<file path="src/rtl/fetch_pkg.sv">
// Shared types and constants for the instruction-fetch sequencer.
package fetch_pkg;

  typedef enum logic {
    RUN    = 1'b0,
    HALTED = 1'b1
  } fetch_state_t;

  // The pc field is kept at full 32 bits so the entry type does not depend on
  // the ROM address width. The top zero-extends on push and truncates on read.
  typedef struct packed {
    logic [31:0] pc;
    logic [31:0] instr;
  } fetch_entry_t;

  localparam int PC_STEP = 4;

endpackage

</file>
<file path="src/rtl/fetch_fifo.sv">
// Circular FIFO of fetch entries. Flush empties it and wins over push/pop.
// Contents are zeroed on reset so the head reads as zero until the first push.
module fetch_fifo
  import fetch_pkg::*;
#(
  parameter int DEPTH = 2
) (
  input  logic         clk,
  input  logic         rst_n,
  input  logic         push,
  input  logic         pop,
  input  logic         flush,
  input  fetch_entry_t din,
  output logic         full,
  output logic         empty,
  output fetch_entry_t head
);

  localparam int PW = (DEPTH > 1) ? $clog2(DEPTH) : 1;
  localparam int CW = $clog2(DEPTH) + 1;

  fetch_entry_t mem [DEPTH];
  logic [PW-1:0] rd_ptr;
  logic [PW-1:0] wr_ptr;
  logic [CW-1:0] count;

  assign full  = (count == CW'(DEPTH));
  assign empty = (count == '0);
  assign head  = mem[rd_ptr];

  // Pointer/occupancy bookkeeping and storage writes; pointers wrap naturally
  // because DEPTH is a power of two.
  always_ff @(posedge clk or negedge rst_n) begin
    if (!rst_n) begin
      rd_ptr <= '0;
      wr_ptr <= '0;
      count  <= '0;
      for (int i = 0; i < DEPTH; i++) begin
        mem[i] <= '0;
      end
    end else if (flush) begin
      rd_ptr <= '0;
      wr_ptr <= '0;
      count  <= '0;
    end else begin
      if (push) begin
        mem[wr_ptr] <= din;
        wr_ptr      <= wr_ptr + PW'(1);
      end
      if (pop) begin
        rd_ptr <= rd_ptr + PW'(1);
      end
      count <= count + CW'(push) - CW'(pop);
    end
  end

endmodule

</file>
<file path="src/rtl/fetch_ctrl.sv">
// Instruction-fetch sequencer: owns the fetch PC, drives the ROM address,
// buffers fetched words and presents them to decode over valid/ready.
module fetch_ctrl
  import fetch_pkg::*;
#(
  parameter int ADDRESS_WIDTH = 12,
  parameter int RESET_PC      = 0,
  parameter int DEPTH         = 2
) (
  input  logic                     clk,
  input  logic                     rst_n,
  output logic [ADDRESS_WIDTH-1:0] rom_addr,
  input  logic [31:0]              rom_instr,
  input  logic                     halt_i,
  input  logic                     redirect_i,
  input  logic [ADDRESS_WIDTH-1:0] redirect_pc_i,
  output logic [31:0]              instr_o,
  output logic [ADDRESS_WIDTH-1:0] pc_o,
  output logic                     valid_o,
  input  logic                     ready_i,
  output logic                     misalign_o
);

  fetch_state_t             state_reg;
  logic [ADDRESS_WIDTH-1:0] fetch_pc_reg;
  logic                     misalign_reg;

  logic         fifo_full;
  logic         fifo_empty;
  fetch_entry_t fifo_head;
  fetch_entry_t fifo_din;
  logic         pop;
  logic         push;

  // A popped word is delivered even when a redirect flushes in the same cycle;
  // a redirect suppresses the push so the stale sequential word never lands.
  assign pop  = valid_o & ready_i;
  assign push = (state_reg == RUN) & ~redirect_i & (~fifo_full | pop);

  assign fifo_din.pc    = 32'(fetch_pc_reg);
  assign fifo_din.instr = rom_instr;

  assign rom_addr   = fetch_pc_reg;
  assign valid_o    = ~fifo_empty;
  assign instr_o    = fifo_head.instr;
  assign pc_o       = fifo_head.pc[ADDRESS_WIDTH-1:0];
  assign misalign_o = misalign_reg;

  generate
    if (ADDRESS_WIDTH < 32) begin : g_pc_hi
      logic unused_pc_hi;
      assign unused_pc_hi = |fifo_head.pc[31:ADDRESS_WIDTH];
    end
  endgenerate

  // Run/halt FSM, fetch PC sequencing, redirect handling and sticky misalign.
  always_ff @(posedge clk or negedge rst_n) begin
    if (!rst_n) begin
      state_reg    <= RUN;
      fetch_pc_reg <= ADDRESS_WIDTH'(RESET_PC);
      misalign_reg <= 1'b0;
    end else begin
      state_reg <= halt_i ? HALTED : RUN;
      if (redirect_i) begin
        fetch_pc_reg <= {redirect_pc_i[ADDRESS_WIDTH-1:2], 2'b00};
        if (redirect_pc_i[1:0] != 2'b00) begin
          misalign_reg <= 1'b1;
        end
      end else if (push) begin
        fetch_pc_reg <= fetch_pc_reg + ADDRESS_WIDTH'(PC_STEP);
      end
    end
  end

  fetch_fifo #(
    .DEPTH(DEPTH)
  ) u_fifo (
    .clk  (clk),
    .rst_n(rst_n),
    .push (push),
    .pop  (pop),
    .flush(redirect_i),
    .din  (fifo_din),
    .full (fifo_full),
    .empty(fifo_empty),
    .head (fifo_head)
  );

endmodule
</file>
<file path="config.mk">
export PLATFORM = sky130hd
export DESIGN_NAME = fetch_ctrl
export DESIGN_NICKNAME = d
export VERILOG_FILES = /design/src/rtl/fetch_pkg.sv /design/src/rtl/fetch_fifo.sv /design/src/rtl/fetch_ctrl.sv
export SDC_FILE = /design/constraint.sdc
export NUM_CORES = 1
export LEC_CHECK = 0
export ABC_AREA = 1
export CAP_MARGIN = 10
export CORE_MARGIN = 2
export CORE_UTILIZATION = 46
export DETAILED_ROUTE_END_ITERATION = 7
export GPL_TIMING_DRIVEN = 0
export HOLD_SLACK_MARGIN = 0.12
export PLACE_DENSITY = 0.86
export SLEW_MARGIN = 20
export SYNTH_ARGS = -nofsm -noshare
export SYNTH_HDL_FRONTEND = slang
export SYNTH_SLANG_ARGS = --single-unit
</file>
<file path="constraint.sdc">
create_clock -name clk -period 1.3 [get_ports clk]
set_clock_uncertainty 0.1 [all_clocks]
set_input_delay 0.13 -clock clk [delete_from_list [all_inputs] [get_ports clk]]
set_output_delay 0.13 -clock clk [all_outputs]
set_load 0.02 [all_outputs]
</file>
* After elaboration in Yosys (flattened, before gate mapping)
Cells that the tools add are included.
** Word-level totals
- Flip-flop bits (word level) :: 146
- Bits of input ports :: 49
** Operators by class
- Add/sub/neg operators :: 5
- $lt $le $gt $ge :: 3
- Equal/unequal tests :: 1
- Multiplexer cells :: 14
- Bitwise gates (word level) :: 10
- Reduce and logical (&&, ||, !) cells :: 7
** Operators by type and width (number)
- $mux 44 :: 3
- $bwmux 128 :: 1
- $demux 64 s1 :: 1
- $mux 64 :: 1
- $mux 12 :: 2
- $add 12x3->12 const B :: 1
- $reduce_bool 2->1 :: 3
- $mux 1 :: 5
- $ge 2x2->1 const B :: 2
- $not 1->1 :: 4
- $not 1->2 :: 2
- $reduce_and 2->1 :: 2
- $and 1x1->1 :: 3
- $add 1x1->1 const B :: 2
- $add 2x1->2 :: 1
- $eq 2x2->1 const B :: 1
- $logic_not 2->1 :: 1
- $lt 2x1->1 const B :: 1
- $mux 2 :: 1
- $sub 2x1->2 :: 1
- $logic_and 1x1->1 :: 1
- $or 1x1->1 :: 1

* Logic depth before layout (Yosys ltp)
- Depth after elaboration :: 8
- Depth in mapped cells :: 9
- Depth with buffers taken out :: 7

* Hierarchy
Synthesis repeated with hierarchy kept, for this count alone.
** Second synthesis, totals
- Cells, all modules :: 690
- Area, all modules :: 6862.8 um2
** Modules (own cells, without submodules)
- fetch_fifo :: instances 1, cells an instance 575, area an instance 6089.6 um2, seq. area each 3303.2 um2
- fetch_ctrl :: instances 1, cells an instance 115, area an instance 773.2 um2, seq. area each 300.3 um2

* Least setup slack after synthesis
No wires, ideal clock.
- Kind :: register -> register
- Start point :: register fetch_pc_reg[3], in the netlist rom_addr[3]
- End point :: register fetch_pc_reg[10], in the netlist rom_addr[10]
- Library setup time :: 0.125 ns
- Arrival time :: 1.141 ns
- Slack :: -0.065 ns
- Cell stages (with the launch flop) :: 7
- Clock period less this slack :: 1.365 ns
- Cell sequence :: dfrtp_1 ha_1 nand2_1 nor2_1 nand2_1 nand3_1 nand3_1
** Between the ends
- Word-level cells in the longest chain between the ends :: 3
** Ends and longest elaborated chain
- start, declared :: line fetch_ctrl.sv:25 : logic [ADDRESS_WIDTH-1:0] fetch_pc_reg;
- start signal, assigned :: line fetch_ctrl.sv:60 : fetch_pc_reg <= ADDRESS_WIDTH'(RESET_PC);
- start signal, assigned :: line fetch_ctrl.sv:65 : fetch_pc_reg <= {redirect_pc_i[ADDRESS_WIDTH-1:2], 2'b00};
- start signal, assigned :: line fetch_ctrl.sv:70 : fetch_pc_reg <= fetch_pc_reg + ADDRESS_WIDTH'(PC_STEP);
- $add 12x3->12 :: line fetch_ctrl.sv:70
- $mux 12 :: line fetch_ctrl.sv:69 : end else if (push) begin
- $mux 12 :: line fetch_ctrl.sv:64 : if (redirect_i) begin
Every way passes these cells. The select of a mux whose other input is x is not followed.
A chain may end at the register's enable or synchronous reset.

* Worst setup path after layout
- Start point :: register u_fifo.rd_ptr
- End point :: output pc_o[5]
** Between the ends
- Word-level cells in the longest chain between the ends :: 4
** Ends and longest elaborated chain
- start, declared :: line fetch_fifo.sv:23 : logic [PW-1:0] rd_ptr;
- start signal, assigned :: line fetch_fifo.sv:51 : rd_ptr <= rd_ptr + PW'(1);
- $not 1->2 (implied by the code) :: line fetch_fifo.sv:29 : assign head = mem[rd_ptr];
- $mux 44 (implied by the code) (3 in series) :: line fetch_fifo.sv:29
- end, declared :: line fetch_ctrl.sv:18 : output logic [ADDRESS_WIDTH-1:0] pc_o,
Every way passes these cells. The select of a mux whose other input is x is not followed.

==> results <==
- The vias after detailed routing is 5109.
- TritonCTS built the clock tree.
- The initial cell density of the core is 0.466.
- The post-route antenna net violation count is 0.
- The filler cells instantiated in the layout total 527.
- The library cells used most frequently in the layout, excluding fill and tap cells, are nand2_1 (106), dfrtp_1 (97), o21ai_2 (75).
- The final standard cell area without fillers is 8320 um^2.
- In the synthesized netlist, the number of instances is 578.
- The classification of the worst-slack hold path is in -> async.
- The largest net degree at the start of global routing is 55.
- The placed instances occupy a cell area of 5980 um^2.
- The cell with the largest stage delay on the worst path is dfrtp_1.
- The worst hold slack after final layout is 137 ps.
- The number of DRC violations after detailed-routing iteration 0 is 365.
- The number of global-route vias before repair came to 5229.
- The synthesized netlist contains 24 unique library cells.
- The routed design uses 1440 um of met3 wire.
- Of the total synthesized cell area, the portion taken by XOR and XNOR cells is 0.00369.
- The clock tree root buffer cell is clkbuf_8.
- Relative to the synthesized area, the layout overhead comes to 75.3%.
- The length of routed met2 wiring is 10100 um.
- The worst-case IR drop observed on VDD is 0.000839 V.
- Across every metal layer, demand over resource in global routing totals 0.301.
- In this run the worst setup path begins at u_fifo.rd_ptr.
- The proportion of total power due to net switching is 0.399.
- In this run the core area contains 37 standard-cell rows.
- The global-route wire length before repair is 25900 um.
- The final critical-path share of the clock period is 1.34.
- The flow ran to the end, but the final reports show violations.
- Max-cap violations in this run came to 0.
- The launching point of the worst reg2reg path is u_fifo.count[0].
- The final-report hold violation count is 0.
- The routed design could run at a clock period as short as 1740 ps.
- The simple-gate area share of the yosys netlist is 0.241.
- The share of total power dissipated in the clock network is 0.175.
- Of the total power, registers draw 0.415.
- The die covers 11100 um^2.
- Across the whole layout, storage elements account for 2510 um^2.
- The path type of the worst setup path is reg -> out.
- The count of buffers added on input and output ports is 102.
- In this run, synthesis produced a sequential element count of 100.
- The share of power burned in combinational logic is 0.411.
- The data arrival time of the critical path is 1510 ps.
- In this design, the critical path's most frequently occurring cell is nand2_2.
- The aggregate negative setup slack is -34610 ps.
- The number of clock buffers added by TritonCTS is 9.
- The uppermost layer routed is met4.
- The first detailed-routing pass took 4 iterations.
- The startpoint type of the worst setup path is a flop.
- The routability congestion estimate is 0.847.
- The post-synthesis cell type with the largest combined area is dfrtp_1.
- The highest attainable clock frequency is 575 MHz.
- The leakage power is 0.00402 uW.
- For this design the total switching power over the nets is 4480 uW.
- The x dimension of the die is 106 um.
- After detailed routing, the number of vias per cell comes to 5.73.
- The number of flip-flops in the largest register is 84.
- Once routing completed, OpenROAD measured the worst setup slack at -439 ps.
- The clock drives 100 sinks.
- The final antenna diode count is 0.
- The average cell area after synthesis is 8.21 um^2.
- The area of the multi-input gates is 2940 um^2.
- The register area share after synthesis is 0.528.
- The register with the most flip-flops is u_fifo.mem.
- The maximum fanout along the worst path is 6.
- Traced cell by cell, the critical path runs through buf_8 > clkinv_8 > clkbuf_16 > nand2_2 > nand2_2 > buf_6.
- The clock insertion delay at the later pin of the skew report is 380 ps.
- Setup violations remaining at the end of the flow were counted as 140.
- The portion of netlist area occupied by mux cells is 0.
- The complex-gate fraction of the synthesized area is 0.128.
- Setup repair after global routing could not meet its margin everywhere.
- The largest single stage delay on the critical path is 400 ps.
- The placeable core region is 10200 um^2.
- The CTS clock-pin slew for the worst setup and hold paths is 100 ps.
- The fraction of post-synthesis cell area in the top cell type by area is 0.528.
- The clock tree synthesis step divided the H-tree into 3 levels.
- STA classifies the critical path endpoint as a primary output.
- Measured along the y axis, the die boundary spans 106 um.
- The total overflow reported by the global router is 0.
- No sink is reached through more buffers than the 2 on the longest clock path.
- After the last flow step, the layout net total stands at 801.
- The number of antenna violations at the first check in global routing came to 0.
- After detailed routing, the average wire length per cell comes to 22.2 um.
- Yosys printed 0 warnings.
- The placed wire-length estimate is 8610 um.
- The cell area that synthesis handed to floorplanning was 4740 um^2.
- The combinational family with the most area after synthesis is simple AND/OR/NAND/NOR gates.
- The remaining design rule violation count is 0.
- Of the total synthesized cell area, the portion taken by full adders, half adders and majority gates is 0.00528.
- The final standard cell utilization of the core is 0.816.
- In the final layout, the share of cells above drive strength 1 is 0.563.
- In this run the power density over the cells is 1350 nW/um^2.
- After detailed routing, the wire length on met1 is 6970 um.
- The final reports fail on negative setup slack.
- The internal portion of the total power is 6750 uW.
- Leaving out fill and tap cells, the most frequent cell in the layout is nand2_1.
- The number of max-slew violations in the final report is 0.
- Data on the critical path is required at its endpoint by 1070 ps.
- After synthesis, the cell types taking the most area are dfrtp_1 (53%), nand2_1 (20%), o21ai_2 (6.3%).
- During I/O placement, the number of pins put on the boundary was 107.
- Summed over all layers, the routed wires come to 19800 um.
[metal layers]
metal	global-route usage	vias up
met2	0.528	337
met1	0.333	2510
met3	0.0810	117
li1	-	2145
met4	0.157	0
met5	0	-
[per-stage QoR]
step	setup WS [ps]	instances	power, uW
after floorplan	-1.90	581	5910
after global placement	-3800	819	7090
after detailed placement	-849	820	7230
after CTS	-371	884	9740
after global routing	-463	891	11600
final	-439	891	11200
[path summary, 6_finish.rpt]
check                      cells past startpoint             end  slack (ps)
setup / recovery                               6         pc_o[5]        -440
hold / removal                                 2    rom_addr[10]         140
setup reg to reg                              10  u_fifo.mem[16]        -270
hold reg to reg                                2  u_fifo.mem[79]         400
max in group asynchronous                      3  u_fifo.mem[81]         340
min in group clk                               3     rom_addr[6]         210
[power groups by stage]
stage	registers [uW]	clock network [uW]	logic [uW]
final	4660	1960	4610
after global routing	4690	2060	4860
after CTS	4310	1860	3570
after detailed placement	4260	0	2970
after global placement	4220	0	2870
after floorplan	4220	0	1700
[logic make-up after synthesis]
logic type	after synthesis
compound gates	95
flops	100
other cells	1
buf+inv	87
xor+xnor	2
fa+ha+maj	2
simple gates	291
[layout make-up]
| type | instances | area share |
|---|---|---|
| Clock buffer | 11 | 0.0170 |
| Sequential cell | 100 | 0.301 |
| Inverter | 53 | 0.0271 |
| Tap cell | 136 | 0.0205 |
| Buffer | 32 | 0.0624 |
| Timing Repair Buffer | 159 | 0.213 |
| Clock inverter | 5 | 0.00451 |
| Multi-Input combinational cell | 394 | 0.353 |
| Timing Repair inverter | 1 | 0.00105 |
[cells in the mapped netlist, drive strengths merged]
library cell  number
nand2            253
buf               20
dfrtp            100
xnor2              1
clkinv             1
xor2               1
clkbuf            14
o21bai             1
o21ai             91
nor2              13
a21oi              3
inv               52
nand3             25
conb               1
ha                 2
[worst max-delay path: cells and delay by family, from the launching register on]
family / cells / cell delay, ps
buf+inv: 4 / 570
flops: 1 / 400
simple gates: 2 / 140
[timing repair]
action	in CTS	in global routing
buffers inserted	31	13
cloned	15	7
pin swaps	11	22
hold buffers	2	0
hold endpoints to repair	101	0
setup endpoints to repair	148	146
gates resized for setup	481	261
Power figures use the tool's default switching activity.
